[config.mk]
export PLATFORM = sky130hd
export DESIGN_NAME = pwm_modulator
export DESIGN_NICKNAME = d
export VERILOG_FILES = /design/src/rtl/pwm_audio_pkg.sv /design/src/rtl/pwm_sample_buf.sv /design/src/rtl/pwm_modulator.sv
export SDC_FILE = /design/constraint.sdc
export NUM_CORES = 1
export LEC_CHECK = 0
export BUFFER_PORTS_ARGS = -buffer_cell sky130_fd_sc_hd__buf_2
export CORE_ASPECT_RATIO = 0.9
export CORE_MARGIN = 3
export CORE_UTILIZATION = 55
export CTS_BUF_LIST = sky130_fd_sc_hd__clkbuf_4 sky130_fd_sc_hd__clkbuf_8
export CTS_CLUSTER_SIZE = 14
export DETAILED_ROUTE_END_ITERATION = 12
export HOLD_SLACK_MARGIN = 0.15
export PLACE_DENSITY_LB_ADDON = 0.1
export SETUP_SLACK_MARGIN = 0.05
export SYNTH_ARGS = -nofsm -noshare
export SYNTH_HDL_FRONTEND = slang
export SYNTH_SLANG_ARGS = --single-unit
export TNS_END_PERCENT = 30
[constraint.sdc]
create_clock -name clk -period 3.5 [get_ports clk]
set_input_delay 0.525 -clock clk [delete_from_list [all_inputs] [get_ports clk]]
set_output_delay 0.525 -clock clk [all_outputs]
set_load 0.05 [all_outputs]
[src/rtl/pwm_audio_pkg.sv]
// Shared definitions for the PWM audio output path: sample width, the
// midscale (zero-level) constant and the modulator state encoding.
`timescale 1ns/1ps

package pwm_audio_pkg;

  localparam int SAMPLE_W = 16;

  // Signed zero maps to this offset-binary value; also the sign-flip mask.
  localparam logic [SAMPLE_W-1:0] SAMPLE_MIDSCALE = 16'h8000;

  typedef enum logic [1:0] {
    ST_IDLE = 2'd0,
    ST_LOAD = 2'd1,
    ST_RUN  = 2'd2
  } pwm_state_e;

  // Two's complement to offset binary: flipping the sign bit adds midscale.
  function automatic logic [SAMPLE_W-1:0] to_offset_binary(input logic [SAMPLE_W-1:0] s);
    return s ^ SAMPLE_MIDSCALE;
  endfunction

endpackage

[src/rtl/pwm_sample_buf.sv]
// Two-entry sample FIFO feeding the PWM modulator. A pop and a push in the
// same cycle are ordered pop-first, so a full buffer still accepts a sample
// on the cycle its head is consumed. flush empties the buffer and a push in
// the same cycle lands in the freshly emptied buffer.
`timescale 1ns/1ps

module pwm_sample_buf
  import pwm_audio_pkg::*;
(
  input  logic                clk,
  input  logic                rst,
  input  logic                flush,
  input  logic                push,
  input  logic                pop,
  input  logic [SAMPLE_W-1:0] wr_data,
  output logic [SAMPLE_W-1:0] rd_data,
  output logic [1:0]          count,
  output logic                full,
  output logic                empty
);

  logic [SAMPLE_W-1:0] slot0;
  logic [SAMPLE_W-1:0] slot1;
  logic                do_pop;
  logic                do_push;
  logic [1:0]          base;

  assign full    = (count == 2'd2);
  assign empty   = (count == 2'd0);
  assign rd_data = slot0;

  // Occupancy after the pop/flush, which decides where (and whether) a push lands.
  always_comb begin
    do_pop  = pop && !empty && !flush;
    base    = flush ? 2'd0 : count - {1'b0, do_pop};
    do_push = push && (base != 2'd2);
  end

  // Occupancy counter.
  // NOTE: sequential state uses non-blocking assignments so every register
  // samples pre-edge values regardless of statement order.
  always_ff @(posedge clk or posedge rst) begin
    if (rst) count <= 2'd0;
    else     count <= base + {1'b0, do_push};
  end

  // Sample storage: shift on pop, write at the first free slot on push.
  // NOTE: the data slots carry no reset; count alone says which are valid,
  // so resetting them would only add reset fan-out.
  always_ff @(posedge clk) begin
    if (do_push && base == 2'd0) slot0 <= wr_data;
    else if (do_pop)             slot0 <= slot1;
    if (do_push && base == 2'd1) slot1 <= wr_data;
  end

endmodule

[src/rtl/pwm_modulator.sv]
// PWM audio modulator: buffers signed samples in a 2-entry FIFO, converts
// each to a PWM_BITS duty value and plays one sample per 2^PWM_BITS-cycle
// period. Optional feature macro: PWM_DITHER_EN (error-feedback dither of the
// discarded low sample bits); without it the low bits are truncated.
`timescale 1ns/1ps

module pwm_modulator
  import pwm_audio_pkg::*;
#(
  parameter int PWM_BITS = 10
) (
  input  logic        clk,
  input  logic        rst,
  input  logic        enable,
  input  logic [15:0] data_in,
  input  logic        data_in_rdy,
  output logic        sample_req,
  output logic        pwm_out,
  output logic        overrun,
  output logic        underrun
);

  localparam int                  LOW_W    = SAMPLE_W - PWM_BITS;
  localparam logic [PWM_BITS-1:0] CNT_MAX  = '1;
  localparam logic [PWM_BITS-1:0] DUTY_MID = PWM_BITS'(SAMPLE_MIDSCALE >> LOW_W);

  pwm_state_e          state;
  logic [PWM_BITS-1:0] counter;
  logic [PWM_BITS-1:0] duty_q;
  logic [PWM_BITS-1:0] duty_trunc;
  logic [PWM_BITS-1:0] duty_next;
  logic [SAMPLE_W-1:0] sample_ob;

  logic [SAMPLE_W-1:0] buf_head;
  logic [1:0]          buf_count;
  logic                buf_full;
  logic                buf_empty;
  logic                push_req;
  logic                load_evt;
  logic                buf_pop;
  logic                buf_flush;

  assign push_req  = data_in_rdy && enable;
  assign load_evt  = enable && ((state == ST_LOAD) ||
                                (state == ST_RUN && counter == CNT_MAX));
  assign buf_pop   = load_evt && !buf_empty;
  assign buf_flush = (state == ST_IDLE);
  assign sample_req = !rst && enable && (buf_count != 2'd2);

  pwm_sample_buf u_buf (
    .clk     (clk),
    .rst     (rst),
    .flush   (buf_flush),
    .push    (push_req),
    .pop     (buf_pop),
    .wr_data (data_in),
    .rd_data (buf_head),
    .count   (buf_count),
    .full    (buf_full),
    .empty   (buf_empty)
  );

  assign sample_ob  = to_offset_binary(buf_head);
  assign duty_trunc = PWM_BITS'(sample_ob >> LOW_W);

`ifdef PWM_DITHER_EN
  logic [LOW_W-1:0] acc_q;
  logic [LOW_W-1:0] acc_sum;
  logic             acc_carry;

  // Next duty: truncated duty plus the accumulator carry, saturating at full scale.
  // NOTE: every always_comb output gets a default first so no path infers a latch.
  always_comb begin
    duty_next              = duty_trunc;
    {acc_carry, acc_sum}   = {1'b0, acc_q} + {1'b0, sample_ob[LOW_W-1:0]};
    if (acc_carry && duty_trunc != CNT_MAX) duty_next = duty_trunc + 1'b1;
  end

  // Error accumulator: advances on each sample pop, cleared whenever idle.
  always_ff @(posedge clk or posedge rst) begin
    if (rst)                   acc_q <= '0;
    else if (state == ST_IDLE) acc_q <= '0;
    else if (buf_pop)          acc_q <= acc_sum;
  end
`else
  // Next duty: plain truncation of the offset-binary sample.
  always_comb begin
    duty_next = duty_trunc;
  end
`endif

  // Modulator FSM with period counter, duty register and registered outputs.
  always_ff @(posedge clk or posedge rst) begin
    if (rst) begin
      state    <= ST_IDLE;
      counter  <= '0;
      duty_q   <= DUTY_MID;
      pwm_out  <= 1'b0;
      overrun  <= 1'b0;
      underrun <= 1'b0;
    end else begin
      overrun  <= push_req && buf_full && !buf_pop && !buf_flush;
      underrun <= load_evt && buf_empty;
      if (buf_pop) duty_q <= duty_next;

      case (state)
        ST_IDLE: begin
          counter <= '0;
          pwm_out <= 1'b0;
          if (enable) state <= ST_LOAD;
        end
        ST_LOAD: begin
          counter <= '0;
          pwm_out <= 1'b0;
          state   <= enable ? ST_RUN : ST_IDLE;
        end
        ST_RUN: begin
          if (!enable) begin
            state   <= ST_IDLE;
            counter <= '0;
            pwm_out <= 1'b0;
          end else begin
            counter <= counter + 1'b1;
            pwm_out <= (counter < duty_q);
          end
        end
        default: begin
          state   <= ST_IDLE;
          counter <= '0;
          pwm_out <= 1'b0;
        end
      endcase
    end
  end

endmodule

==> results.sh <==
export IMPL_status="finished, final reports clean"
export IMPL_io_pins=24
export IMPL_path_class="reg2reg"
export IMPL_area_growth_syn_to_layout_pct=11.24
export IMPL_syn_area_um2=2171
export IMPL_drive_gt1_share_pct=28.80
export IMPL_synth_top_cell_by_area="dfrtp_1"
export IMPL_p_leak_nw=1.095
export IMPL_critPathTopFamily="simple AND/OR/NAND/NOR gates"
export IMPL_firstDrtPassIters=4
export IMPL_synth_ff_type="dfrtp_1"
export IMPL_synth_cell_types=38
export IMPL_diodes=0
export IMPL_cts_sinks=47
export IMPL_ys_warnings_count=0
export IMPL_dp_hpwl_um=2610
export IMPL_drt_initial_drc_count=87
export IMPL_overflow=0
export IMPL_numPortBuffers=17
export IMPL_cts_tree="built"
export IMPL_grt_pass1_wl_um=6154
export IMPL_relSlewSlack_pct=32.31
export IMPL_hold_buffers=0
export IMPL_seq_area_um2=1277
export IMPL_tightest_slew_ps=1014
export IMPL_worst_hold_slack_ps=398.6
export IMPL_yosysTopAreaCellShare_pct=29.97
export IMPL_synth_top_cells_by_count="26 x dfrtp_1, 20 x edfxtp_1, 17 x nor2_1, 12 x mux2_2"
export IMPL_die_area_um2=4738
export IMPL_hold_viol=0
export IMPL_multiInputGateArea_um2=832.0
export IMPL_ir_drop_mv=0.2538
export IMPL_grt_pass1_vias=1359
export IMPL_syn_num_nets=196
export IMPL_fp_coreArea_um2=3757
export IMPL_wirelength_um=3643
export IMPL_via_per_inst=5.498
export IMPL_drt_drc_violations_left=0
export IMPL_cts_setup_buffers=0
export IMPL_synthArstFlopShare_pct=57.45
export IMPL_fill_cells=283
export IMPL_finalCritPeriodShare_pct=85.19
export IMPL_die_height_um=65.60
export IMPL_cts_buffers=5
export IMPL_slew_violations=0
export IMPL_dpl_cell_count=229
export IMPL_synth_most_common_cell="dfrtp_1"
export IMPL_clock_root_buffer="clkbuf_8"
export IMPL_htreeDepth=2
export IMPL_vias=1303
export IMPL_postSynthAreaPerCell_um2=13.16
export IMPL_synth_edf_count=20
export IMPL_gp_congestion=0.8197
export IMPL_hold_path_class="in2reg"
export IMPL_rsz0062_at_grt="no"
export IMPL_endpoint_kind="register"
export IMPL_max_stage_delay_ps=540
export IMPL_cellPowerDensity_nw_per_um2=541.2
export IMPL_crit_top_cell="ha_1"
export IMPL_fp_dieW_um=72.23
export IMPL_finalWorstSetupSlack_ps=518.4
export IMPL_drv_cap=0
export IMPL_fin_skew_ps=11.99
export IMPL_finalPower_mw=1.307
export IMPL_ctsLongestPathBuffers=2
export IMPL_fin_nets=221
export IMPL_crit_fanout=11
export IMPL_syn_inst=165
export IMPL_max_freq_mhz=335.4
export IMPL_cts_resized=0
export IMPL_num_rows=21
export IMPL_grt_total_usage_pct=17.62
export IMPL_arrival_ps=2970
export IMPL_placed_cell_area_um2=2323
export IMPL_critPathBufInv=1
export IMPL_ys_seq_area_share_pct=58.85
export IMPL_finalSetupViolCount=0
export IMPL_path_cells="ha_1 -> nand3_1 -> or4_4 -> a21oi_2 -> ha_1 -> xnor2_1 -> a21oi_1 -> nor2_1 -> buf_4 -> or2_2"
export IMPL_ys_top_cells_by_area="dfrtp_1 30%, edfxtp_1 28%, ha_1 6.3%, mux2_2 6.2%, mux2_4 4.8%"
export IMPL_cp_slowest_cell="or4_4"
export IMPL_detail_route_antenna_nets=0
export IMPL_post_place_ws_ps=520.9
export IMPL_critPathRequiredTime_ps=3490
export IMPL_antenna_found_initial=0
export IMPL_worst_setup_path_start_kind="register"
export IMPL_clk_pin_slew_ps=90
export IMPL_grt_max_degree=28
export IMPL_period_minus_slack_ps=2982
export IMPL_clk_latency_ps=310
export IMPL_final_cell_area_um2=2415
export IMPL_initial_core_util_pct=57.78
export IMPL_wl_per_cell_um=15.37
export IMPL_layoutNonFillerInstCount=237
export IMPL_fin_setup_tns_ps=0
export IMPL_utilization_pct=64.27
export IMPL_synth_seq_cells=47
## worst paths after layout
kind | startpoint | end | slack, ps | cells past startpoint
hold reg to reg | u_buf.rd_data[15] | duty_q[9] | 400 | 1
hold / removal | data_in[15] | u_buf.slot1[15] | 400 | 1
min in group asynchronous | rst | u_buf.count[0] | 450 | 2
setup reg to reg | counter[0] | u_buf.rd_data[11] | 520 | 10
max in group asynchronous | rst | counter[7] | 2420 | 2
setup / recovery | counter[0] | u_buf.rd_data[11] | 520 | 10
## power breakdown
part,internal [mW],switching [mW],total (mW)
logic,0.135,0.130,0.265
clock network,0.143,0.191,0.335
registers,0.664,0.0433,0.707
## state kept, by name (all words and copies together) (netlist names)
register / count
counter: 10
duty_q: 10
overrun: 1
pwm_out: 1
state: 2
u_buf.count: 2
u_buf.rd_data: 10
u_buf.slot1: 10
underrun: 1
## logic make-up (layout without fill, tap and decap cells)
kind of cell	count (synthesis)	after routing	synth area share, %
simple gates	49	49	12.16
flops	47	47	58.85
mux	20	20	11.53
compound gates	15	15	4.669
buf+inv	14	40	2.824
fa+ha+maj	11	11	6.340
xor+xnor	9	9	3.631
## layer usage
layer / vias to the layer above / wire [um] / track usage, %
met4: 0 / 96 / 9.624
met5: - / 0 / 0
met1: 635 / 1728 / 22.83
met3: 12 / 127 / 5.046
li1: 634 / - / -
met2: 22 / 1691 / 26.59
## cell type report
type / count / area share, %
sequential: 47 / 52.90
multi-input combinational: 104 / 34.46
timing repair buffer: 21 / 4.767
clock buffer: 5 / 2.850
tap: 46 / 2.383
inverter: 11 / 1.710
clock inverter: 3 / 0.9326
## placed cells by master, fill, tap and decap left out, types with 2 or more instances in the layout
cell      Yosys  final
dfrtp_1      26     26
edfxtp_1     20     20
nor2_1       17     17
buf_2         1     17
mux2_2       12     12
inv_1        11     11
ha_1         11     11
mux2_4        7      7
nand2_1       6      6
xor2_1        6      6
nand3_1       5      5
a21oi_1       5      5
clkbuf_8      0      5
a21o_1        4      4
nand4_1       4      4
buf_4         0      4
nor2b_1       3      3
xnor2_1       3      3
and3_1        2      2
nor3b_1       2      2
Power figures use the tool's default switching activity.
